File: config.mk
export PLATFORM = sky130hd
export DESIGN_NAME = mux_scan_nto1
export DESIGN_NICKNAME = d
export VERILOG_FILES = /design/src/rtl/mux_pkg.sv /design/src/rtl/mux_nto1_comb.sv /design/src/rtl/mux_scan_nto1.sv
export SDC_FILE = /design/constraint.sdc
export NUM_CORES = 1
export LEC_CHECK = 0
export ABC_AREA = 0
export CORE_MARGIN = 2
export CORE_UTILIZATION = 44
export CTS_CLUSTER_SIZE = 10
export DETAILED_ROUTE_END_ITERATION = 6
export PLACE_DENSITY = 0.76
export SYNTH_ARGS = -nofsm -noshare
export SYNTH_HDL_FRONTEND = slang
export SYNTH_SLANG_ARGS = --single-unit
export TNS_END_PERCENT = 5
File: constraint.sdc
create_clock -name clk -period 3.4 [get_ports clk]
set_input_delay 0.34 -clock clk [delete_from_list [all_inputs] [get_ports clk]]
set_output_delay 0.34 -clock clk [all_outputs]
set_load 0.005 [all_outputs]
File: src/rtl/mux_pkg.sv
// Shared constants, FSM encoding and channel-mask scan helper for mux_scan_nto1.
package mux_pkg;

  localparam logic MODE_MANUAL = 1'b0;
  localparam logic MODE_SCAN   = 1'b1;

  // Widest channel mask the helper accepts; narrower masks are zero-extended.
  localparam int MAX_CH = 64;

  typedef enum logic [1:0] {
    ST_IDLE   = 2'd0,
    ST_MANUAL = 2'd1,
    ST_SCAN   = 2'd2
  } state_t;

  // Next index after cur (mod n) whose mask bit is set; returns cur when none is set.
  // Descending offsets so the smallest matching offset is the final assignment.
  function automatic int next_enabled_idx(input logic [MAX_CH-1:0] mask,
                                          input int cur, input int n);
    int idx;
    next_enabled_idx = cur;
    for (int off = MAX_CH; off >= 1; off--) begin
      idx = cur + off;
      if (idx >= n) idx = idx - n;
      if (off <= n && idx >= 0 && idx < MAX_CH && mask[idx]) next_enabled_idx = idx;
    end
  endfunction

endpackage

File: src/rtl/mux_nto1_comb.sv
// Purely combinational N:1 selector of WIDTH-bit channels; out-of-range index gives 0 and hit=0.
module mux_nto1_comb
  import mux_pkg::*;
#(
  parameter int N     = 8,
  parameter int WIDTH = 1,
  parameter int SELW  = $clog2(N)
) (
  input  logic [N*WIDTH-1:0] din,
  input  logic [SELW-1:0]    idx,
  output logic [WIDTH-1:0]   dout,
  output logic               hit
);

  logic [WIDTH-1:0] ch [N];

  generate
    for (genvar gi = 0; gi < N; gi++) begin : g_ch
      assign ch[gi] = din[gi*WIDTH +: WIDTH];
    end
  endgenerate

  always_comb begin
    dout = '0;
    hit  = 1'b0;
    for (int k = 0; k < N; k++) begin
      if (idx == SELW'(k)) begin
        dout = ch[k];
        hit  = 1'b1;
      end
    end
  end

endmodule

File: src/rtl/mux_scan_nto1.sv
// Registered N:1 mux with manual select or round-robin auto-scan and valid/ready output.
// Optional channel mask enabled by defining MUX_CH_MASK_EN.
module mux_scan_nto1
  import mux_pkg::*;
#(
  parameter int N     = 8,
  parameter int WIDTH = 1,
  parameter int DWELL = 4,
  localparam int SELW = $clog2(N)
) (
  input  logic               clk,
  input  logic               rst,
  input  logic               en,
  input  logic               mode,
  input  logic [SELW-1:0]    sel,
  input  logic [N*WIDTH-1:0] din,
`ifdef MUX_CH_MASK_EN
  input  logic [N-1:0]       ch_mask,
`endif
  output logic [WIDTH-1:0]   dout,
  output logic [SELW-1:0]    ch_out,
  output logic               out_valid,
  input  logic               out_ready,
  output logic               wrap
);

  localparam int CNTW = (DWELL > 1) ? $clog2(DWELL) : 1;
  localparam logic [CNTW-1:0] CNT_LAST = CNTW'(DWELL - 1);

  state_t state_reg, state_next;
  logic [WIDTH-1:0] dout_reg, dout_next;
  logic [SELW-1:0]  ch_reg, ch_next, ptr_reg, ptr_next;
  logic [CNTW-1:0]  cnt_reg, cnt_next;
  logic             valid_reg, valid_next, wrap_reg, wrap_next;
  logic             pass_reg, pass_next;  // pointer wrapped; next scan load starts a new pass

  logic [SELW-1:0]  mux_idx, ptr_adv, ptr_first;
  logic [WIDTH-1:0] mux_data;
  logic             mux_hit, sel_ok, ptr_ok, adv_wraps, load, scan_entry;

  assign mux_idx = (state_reg == ST_SCAN) ? ptr_reg : sel;

  mux_nto1_comb #(.N(N), .WIDTH(WIDTH), .SELW(SELW)) u_sel (
    .din  (din),
    .idx  (mux_idx),
    .dout (mux_data),
    .hit  (mux_hit)
  );

`ifdef MUX_CH_MASK_EN
  logic [MAX_CH-1:0] mask_ext;
  logic              any_en, sel_en;

  assign mask_ext = MAX_CH'(ch_mask);
  assign any_en   = |ch_mask;

  always_comb begin
    ptr_ok = 1'b0;
    sel_en = 1'b0;
    for (int k = 0; k < N; k++) begin
      if (ptr_reg == SELW'(k)) ptr_ok = ch_mask[k];
      if (sel == SELW'(k))     sel_en = ch_mask[k];
    end
  end

  assign ptr_adv   = SELW'(next_enabled_idx(mask_ext, int'(ptr_reg), N));
  assign adv_wraps = any_en && (ptr_adv <= ptr_reg);
  assign ptr_first = any_en ? SELW'(next_enabled_idx(mask_ext, N - 1, N)) : '0;
  assign sel_ok    = mux_hit && sel_en;
`else
  assign ptr_ok    = 1'b1;
  assign adv_wraps = (ptr_reg == SELW'(N - 1));
  assign ptr_adv   = adv_wraps ? '0 : ptr_reg + 1'b1;
  assign ptr_first = '0;
  assign sel_ok    = mux_hit;
`endif

  always_comb begin
    state_next = ST_IDLE;
    if (en) state_next = (mode == MODE_MANUAL) ? ST_MANUAL : ST_SCAN;
  end

  // en low takes priority so a pending sample is flushed at once
  assign load       = en && (state_reg != ST_IDLE) && (!valid_reg || out_ready);
  assign scan_entry = (state_next == ST_SCAN) && (state_reg != ST_SCAN);

  always_comb begin
    dout_next  = dout_reg;
    ch_next    = ch_reg;
    valid_next = valid_reg;
    wrap_next  = 1'b0;
    ptr_next   = ptr_reg;
    cnt_next   = cnt_reg;
    pass_next  = pass_reg;
    if (!en) begin
      valid_next = 1'b0;
    end else if (load) begin
      if (state_reg == ST_MANUAL) begin
        valid_next = sel_ok;
        if (sel_ok) begin
          dout_next = mux_data;
          ch_next   = sel;
        end
      end else if (ptr_ok) begin
        dout_next  = mux_data;
        ch_next    = ptr_reg;
        valid_next = 1'b1;
        wrap_next  = pass_reg;
        pass_next  = 1'b0;
        if (cnt_reg == CNT_LAST) begin
          cnt_next = '0;
          ptr_next = ptr_adv;
          if (adv_wraps) pass_next = 1'b1;
        end else begin
          cnt_next = cnt_reg + 1'b1;
        end
      end else begin
        // pointer sits on a masked-off channel: emit nothing and move on
        valid_next = 1'b0;
        cnt_next   = '0;
        ptr_next   = ptr_adv;
        if (adv_wraps) pass_next = 1'b1;
      end
    end
    if (scan_entry) begin
      ptr_next  = ptr_first;
      cnt_next  = '0;
      pass_next = 1'b0;
    end
  end

  always_ff @(posedge clk) begin
    if (rst) begin
      state_reg <= ST_IDLE;
      dout_reg  <= '0;
      ch_reg    <= '0;
      valid_reg <= 1'b0;
      wrap_reg  <= 1'b0;
      ptr_reg   <= '0;
      cnt_reg   <= '0;
      pass_reg  <= 1'b0;
    end else begin
      state_reg <= state_next;
      dout_reg  <= dout_next;
      ch_reg    <= ch_next;
      valid_reg <= valid_next;
      wrap_reg  <= wrap_next;
      ptr_reg   <= ptr_next;
      cnt_reg   <= cnt_next;
      pass_reg  <= pass_next;
    end
  end

  assign dout      = dout_reg;
  assign ch_out    = ch_reg;
  assign out_valid = valid_reg;
  assign wrap      = wrap_reg;

endmodule
=== After elaboration in Yosys (flattened, before gate mapping) ===
Index checks and enable logic that the tools add are counted.

* Eq/ne operators: 14
* Bitwise logic cells: 3
* Multiplexer cells: 28
* Reduce and logical (&&, ||, !) cells: 13
* Add/subtract/negate cells: 2

{| class="wikitable"
|+ Operators with widths
! kind !! count
|-
| 1-bit 2-to-1 mux || 21
|-
| 3-bit == test, second input constant || 5
|-
| 3-bit 2-to-1 mux || 4
|-
| 2-bit == test, second input constant || 3
|-
| 3-bit by 2-bit == test with 1-bit output, second input constant || 2
|-
| 2-bit 2-to-1 mux || 3
|-
| 3-bit AND reduction || 2
|-
| 2-bit inequality test, second input constant || 2
|-
| 4-bit AND reduction || 1
|-
| 2-bit OR reduction || 2
|-
| 4-bit OR reduction || 1
|-
| 3-bit by 1-bit adder with 3-bit output, second input constant || 1
|-
| 3-bit by 1-bit == test with 1-bit output, second input constant || 1
|-
| 1-bit logical AND || 3
|-
| 3-bit zero test || 1
|-
| 1-bit NOT || 3
|-
| 2-bit by 1-bit adder with 2-bit output, second input constant || 1
|-
| 2-bit by 1-bit == test with 1-bit output, second input constant || 1
|-
| 2-bit nonzero test || 1
|-
| 1-bit zero test || 1
|-
| 1-bit logical OR || 1
|}

* Output and inout port bits: 6
* Register bits: 14
* Word-level logic and storage cells: 68
* Bits of input ports: 16

=== Logic depth before layout (Yosys ltp) ===
* Depth after elaboration: 13
* Depth in mapped cells: 6
* Gate-level depth less buffers: 6

=== By module ===
Synthesis repeated with hierarchy kept, for this count alone.

* Cells, all modules: 79
* Area, all modules: 790.8 µm²

{| class="wikitable"
|+ By module, submodules not included
! module !! area an instance (µm²) !! instances !! sequential area each (µm²) !! cells each
|-
| mux_scan_nto1 || 715.7 || 1 || 280.3 || 74
|-
| mux_nto1_comb || 75.1 || 1 || 0.0 || 5
|}

=== Worst setup path before layout ===
Ideal clock, no wire load.

* Kind: reg2reg
* Start point: register ptr_reg[1]
* End point: register dout_reg, in the netlist dout
* Path buffers: 0
* Data arrival time: 1.172 ns
* Cell stages (with the launch flop): 5
* Setup time: 0.125 ns
* Data required time: 3.275 ns
* Setup slack: 2.103 ns
* Period minus slack after synthesis: 1.297 ns
* Cells stage by stage: dfxtp_1 mux4_2 o22ai_1 o31a_1 a31oi_1

* Longest elaborated chain between the ends: 12
* Elaborated cells between the ends (all ways): 29
* Those cells by class: 8 x eq/ne; 19 x mux; 2 x reduce/logical

{| class="wikitable"
|+ Ends and longest elaborated chain
! element !! RTL line !! source
|-
| start, declared || mux_scan_nto1.sv:32 || <nowiki>logic [SELW-1:0] ch_reg, ch_next, ptr_reg, ptr_next;</nowiki>
|-
| start signal, assigned || mux_scan_nto1.sv:148 || <nowiki>ptr_reg <= ptr_next;</nowiki>
|-
| 3-bit 2-to-1 mux (*) || mux_scan_nto1.sv:41 || <nowiki>assign mux_idx = (state_reg == ST_SCAN) ? ptr_reg : sel;</nowiki>
|-
| 3-bit zero test || mux_nto1_comb.sv:27 || <nowiki>if (idx == SELW'(k)) begin</nowiki>
|-
| 1-bit 2-to-1 mux (8 in series) || mux_nto1_comb.sv:27 ||
|-
| 2-bit inequality test (no line) or 1-bit 2-to-1 mux (tied branches) || -- ||
|-
| 3-bit AND reduction (no line) or 1-bit 2-to-1 mux (tied branches) || -- ||
|-
| end signal, assigned || mux_scan_nto1.sv:144 || <nowiki>dout_reg <= dout_next;</nowiki>
|-
| end, declared || mux_scan_nto1.sv:31 || <nowiki>logic [WIDTH-1:0] dout_reg, dout_next;</nowiki>
|}

Every way passes the cells marked *; elsewhere a longest branch is shown, timed or not. The select of a mux whose other input is x is not followed.
A chain may end at the register's enable or synchronous reset.

=== Final worst setup path ===
* Start point: input port sel[1]
* End point: register dout_reg, in the netlist dout

* Longest elaborated chain between the ends: 12
* Elaborated cells between the ends (all ways): 29
* Those cells by class: 8 x eq/ne; 19 x mux; 2 x reduce/logical

{| class="wikitable"
|+ Ends and longest elaborated chain
! element !! RTL line !! source
|-
| start, declared || mux_scan_nto1.sv:15 || <nowiki>input logic [SELW-1:0] sel,</nowiki>
|-
| 3-bit 2-to-1 mux (*) || mux_scan_nto1.sv:41 ||
|-
| 3-bit zero test || mux_nto1_comb.sv:27 ||
|-
| 1-bit 2-to-1 mux (8 in series) || mux_nto1_comb.sv:27 ||
|-
| 2-bit inequality test (no line) or 1-bit 2-to-1 mux (tied branches) || -- ||
|-
| 3-bit AND reduction (no line) or 1-bit 2-to-1 mux (tied branches) || -- ||
|}

Marks and branches as above.

==> results.sh <==
export IMPL_internal_power_mw=0.260
export IMPL_seqPwrFrac_pct=49.4
export IMPL_status="finished clean"
export IMPL_die_width_um=44.6
export IMPL_timing_final_ws_setup_ns=1.80
export IMPL_arrival_ns=1.78
export IMPL_maxCapViolCount=0
export IMPL_setup_tns_ns=0
export IMPL_cts_tree="done"
export IMPL_initialDrtViolationCount=6
export IMPL_cts_root_buffer="clkbuf_4"
export IMPL_grtUsageTotal_pct=19.7
export IMPL_die_h_um=44.6
export IMPL_synth_edf_count=0
export IMPL_io_buffers=21
export IMPL_clkTransAtPathRegs_ns=0.09
export IMPL_drive_gt1_share_pct=7.62
export IMPL_nFillCells=139
export IMPL_combPwrFrac_pct=13.9
export IMPL_via_count=677
export IMPL_layout_commonest_cell="clkdlybuf4s50_1"
export IMPL_initial_utilization_pct=47.7
export IMPL_cts_sinks=14
export IMPL_worstPathCellList="clkdlybuf4s50_1, mux4_2, o22ai_1, o31a_1, a31oi_1"
export IMPL_dieArea_um2=1990
export IMPL_setup_viol=0
export IMPL_drv_slew=0
export IMPL_netlist_area_um2=727
export IMPL_synth_nets=99
export IMPL_synthCells=80
export IMPL_drc_errors=0
export IMPL_antenna_found_initial=0
export IMPL_period_minus_slack_ns=1.60
export IMPL_synth_async_reset_ratio_pct=0
export IMPL_antenna_cells=0
export IMPL_clockPowerShare_pct=36.7
export IMPL_grt_pass1_wl_mm=2.88
export IMPL_power_density_nw_per_um2=344
export IMPL_fin_nets=125
export IMPL_p_leak_nw=0.397
export IMPL_cts_setup_buffers=0
export IMPL_skew_ns=0.00131
export IMPL_synth_compound_area_share_pct=13.1
export IMPL_start_kind="primary input"
export IMPL_synth_cell_types=30
export IMPL_ant_nets=0
export IMPL_cts_hold_buf=0
export IMPL_syn_avg_cell_area_um2=9.09
export IMPL_synthXorXnorAreaFrac_pct=0
export IMPL_cp_slowest_stage_delay_ns=0.57
export IMPL_gp_congestion=0.875
export IMPL_wl_mm=1.71
export IMPL_slowest_stage="clkdlybuf4s50_1"
export IMPL_cts_resized=0
export IMPL_clk_latency_ns=0.29
export IMPL_syn2layout_area_growth_pct=36.7
export IMPL_grt_max_degree=9
export IMPL_crit_type="primary input to flop"
export IMPL_numCtsBuffers=3
export IMPL_final_cell_mix="clkdlybuf4s50_1 (21), nor2_1 (15), dfxtp_1 (14)"
export IMPL_synthAdderAreaFrac_pct=5.16
export IMPL_overflow=0
export IMPL_finalHoldViolCount=0
export IMPL_p_sw_share_pct=23.9
export IMPL_worstSetupEndpointType="flop"
export IMPL_netSwitchingPower_mw=0.0815
export IMPL_cts_max_path_buffers=2
export IMPL_worst_slew_pin_transition_ns=0.642
export IMPL_pre_cts_ws_ns=1.50
export IMPL_dp_hpwl_mm=1.28
export IMPL_ios=22
export IMPL_cts_max_level=1
export IMPL_irDropWorstVdd_mv=0.273
export IMPL_slew_headroom_pct=57.2
export IMPL_num_rows=14
export IMPL_synth_seq_cells=14
export IMPL_required_ns=3.58
export IMPL_rsz0062_at_grt="false"
export IMPL_muxShareOfSynthArea_pct=17.4
export IMPL_path_max_fanout=5
export IMPL_routedWlPerCell_um=14.1
export IMPL_yosysWarnings=0
export IMPL_routed_via_density=5.60
export IMPL_synth_simple_gate_area_share_pct=24.8
export IMPL_ys_flop_type="dfxtp_1"
export IMPL_hold_path_class="flop to flop"
export IMPL_seq_area_frac_synth_pct=38.6
export IMPL_fmax_mhz=624
export IMPL_synth_top_family_by_area="simple AND/OR/NAND/NOR gates"
export IMPL_fp_coreArea_um2=1520
export IMPL_grt_pass1_vias=683
export IMPL_dr_pass1_iters=4
export IMPL_fin_crit_sh_pct=47.1
[cell usage after synthesis, types with 2 or more instances]
library cell / count / area, um2
a21oi_1: 6 / 30.0
and3_1: 2 / 12.5
dfxtp_1: 14 / 280
ha_1: 3 / 37.5
mux2i_1: 7 / 70.1
mux4_2: 2 / 45.0
nand2_1: 6 / 22.5
nor2_1: 15 / 56.3
nor3_1: 2 / 10.0
nor3b_1: 3 / 22.5
[critical path: cells and delay by family]
family,cells,cell delay (ns)
buf+inv,1,0.57
mux,1,0.52
compound gates,3,0.34
[per-stage QoR]
stage / util (%) / std cells / hold slack [ns] / instance area (um2) / power [mW]
floorplan: - / 80 / 0.412 / 727 / 0.192
CTS: 65.2 / 121 / 0.488 / 993 / 0.342
global route: 65.2 / 121 / 0.508 / 993 / 0.353
global placement: 62.8 / 117 / 0.464 / 957 / 0.219
finish: 65.2 / 121 / 0.482 / 993 / 0.342
detailed placement: 62.8 / 117 / 0.474 / 957 / 0.219
[final timing paths]
kind / startpoint / to / slack [ns] / cells past startpoint
hold reg to reg: pass_reg$_SDFFE_PP0P_ / wrap$_SDFF_PP0_ / 0.48 / 1
hold / removal: pass_reg$_SDFFE_PP0P_ / wrap$_SDFF_PP0_ / 0.48 / 1
setup reg to reg: state_reg[1]$_SDFF_PP0_ / dout$_SDFFE_PP0P_ / 1.91 / 4
setup / recovery: sel[1] / dout$_SDFFE_PP0P_ / 1.80 / 5
[area by class of cell]
cell class	instances	area (um2)	area share, %
Multi-Input combinational cell	64	439	44.2
Sequential cell	14	280	28.2
Timing Repair Buffer	21	210	21.2
Clock buffer	4	36.3	3.65
Tap cell	16	20.0	2.02
Inverter	2	7.51	0.756
[power groups by stage]
stage / sequential (mW) / clock [mW] / combinational, mW
after floorplan: 0.172 / 0 / 0.0194
after global placement: 0.172 / 0 / 0.0462
after detailed placement: 0.173 / 0 / 0.0469
after CTS: 0.169 / 0.126 / 0.0473
after global routing: 0.169 / 0.132 / 0.0516
final: 0.169 / 0.125 / 0.0475
[logic make-up after synthesis]
group                    Yosys count
adder cells (fa/ha/maj)            3
multiplexers                      10
AND/OR/NAND/NOR                   36
buffers and inverters              2
AO/OA/AOI/OAI                     15
flip-flops                        14
[routing by layer]
layer	part of all wire, %	track usage, %	vias up
li1	-	-	344
met1	44	23.3	310
met2	47	34.2	19
met3	7.1	4.90	4
met4	1.1	7.27	0
met5	0	0	-
(Power assumes the default switching activity.)
==> variant: new RTL, same flow settings <==
`N` is set to 8 in 2 places; all go to 16.
--- a/src/rtl/mux_nto1_comb.sv
+++ b/src/rtl/mux_nto1_comb.sv
@@ -4,3 +4,3 @@
 #(
-  parameter int N     = 8,
+  parameter int N     = 16,
   parameter int WIDTH = 1,
--- a/src/rtl/mux_scan_nto1.sv
+++ b/src/rtl/mux_scan_nto1.sv
@@ -5,3 +5,3 @@
 #(
-  parameter int N     = 8,
+  parameter int N     = 16,
   parameter int WIDTH = 1,
Ports: changed (resized ch_out, din and sel); port bits go from 22 to 32. No check against the original RTL was run, so the function may have changed too.
==> variant against the unedited design <==
Worst setup slack got worse by 0.71 ns; power grew 18%; first-iteration DRC count increased to 4.0 times the old value; design area increased by 40%; area after synthesis is 44% higher; critical path type is now flop to flop; wire length up 43%; sequential cell count increased by 2; clock skew shrank 0.00081 ns; via count up 55%; worst hold slack got worse by 0.0026 ns; sequential share of layout area down 5.1 points; largest cell class unchanged.
==> variant: results (changes against the unedited design) <==
| Metric | Value |
|---|---|
| Outcome | finished clean |
| ClkCell Share | 2.61% (-1.0 points) |
| Largest net degree at the start of global routing | 16 (+7) |
| Wire length on met3 | 165 um (+35%) |
| Met3 Resource Use GR | 6.00% (+1.1 points) |
| Netlist cell types | 40 (+33%) |
| Slowest stage delay, CP | 0.55 ns (-0.02 ns) |
| Slew @ Worst Pin | 0.869 ns (+0.228 ns) |
| Mux cell area share after synthesis | 15.4% (-2.0 points) |
| Worst VDD drop | 248 uV (-9.0%) |
| Sequential fraction of design power | 47.9% (-1.5 points) |
| Vias in the first global route | 956 (+40%) |
| Gr usage total | 19.5% (-0.29 points) |
| Multi-input combinational area share | 47.2% (+3.0 points) |
| M1 GR Usage | 21.7% (-1.6 points) |
| Met2 WL | 1200 um (+48%) |
| Final Wtd Congestion | 0.961 (+9.8%) |
| HPWL after detailed placement | 1930 um (+50%) |
| CP delay by family, top | compound AO/OA/AOI/OAI gates |
| Inst Count DP | 182 (+56%) |
| Clk sinks | 16 (+2) |
| Register area | 320 um^2 (+14%) |
| Leak Pwr | 0.527 nW (+33%) |
| Nets | 186 (+49%) |
| Post-synthesis adder-cell area fraction | 2.39% (-2.8 points) |
| Port Buffers | 31 (+48%) |
| Comb pwr share | 20.6% (+6.7 points) |
| Synth cell count leaders | nor2_1 (22), dfxtp_1 (16), a21oi_1 (10), nand2_1 (10), mux2i_1 (9) |
| Layout cells sized above 1 | 7.59% (-0.024 points) |
| CP max stage cell | nand2b_1 |
| Synth top area cells | dfxtp_1 (31%), mux2i_1 (8.6%), nor2_1 (7.9%) |
| Cell Int Power | 0.304 mW (+17%) |
| Signal buffers | 31 (+48%) |
| Multi-input gates | 99 (+55%) |
| Crit-path max FO | 15 (+10) |
| Buffering overhead | 22.4% (+1.2 points) |
| Inverters | 8 (+6) |
| Global-route wire length before repair | 3950 um (+37%) |
| Post-synth net total | 157 (+59%) |
| Grt met2 use | 34.0% (-0.24 points) |
| DR iter-0 viols | 24 (+18) |
| Non-Filler Instances | 186 (+54%) |
| Register area share after synthesis | 30.5% (-8.0 points) |
| Post-place instance area | 0.00135 mm^2 (+41%) |
variant: through the flow:
stage | power [mW] | worst slack (ns)
2_1_floorplan | 0.240 | 1.63
3_3_place_gp | 0.279 | 1.22
3_5_place_dp | 0.280 | 1.14
4_1_cts | 0.410 | 1.11
5_1_grt | 0.421 | 0.962
6_report | 0.403 | 1.08
variant: path summary, 6_finish.rpt:
path | end | startpoint | cells after the start | slack (ns)
max reg2reg | dout$_SDFFE_PP0P_ | state_reg[0]$_SDFF_PP0_ | 6 | 1.08
max | dout$_SDFFE_PP0P_ | state_reg[0]$_SDFF_PP0_ | 6 | 1.08
min | wrap$_SDFF_PP0_ | pass_reg$_SDFFE_PP0P_ | 1 | 0.48
min reg2reg | wrap$_SDFF_PP0_ | pass_reg$_SDFFE_PP0P_ | 1 | 0.48
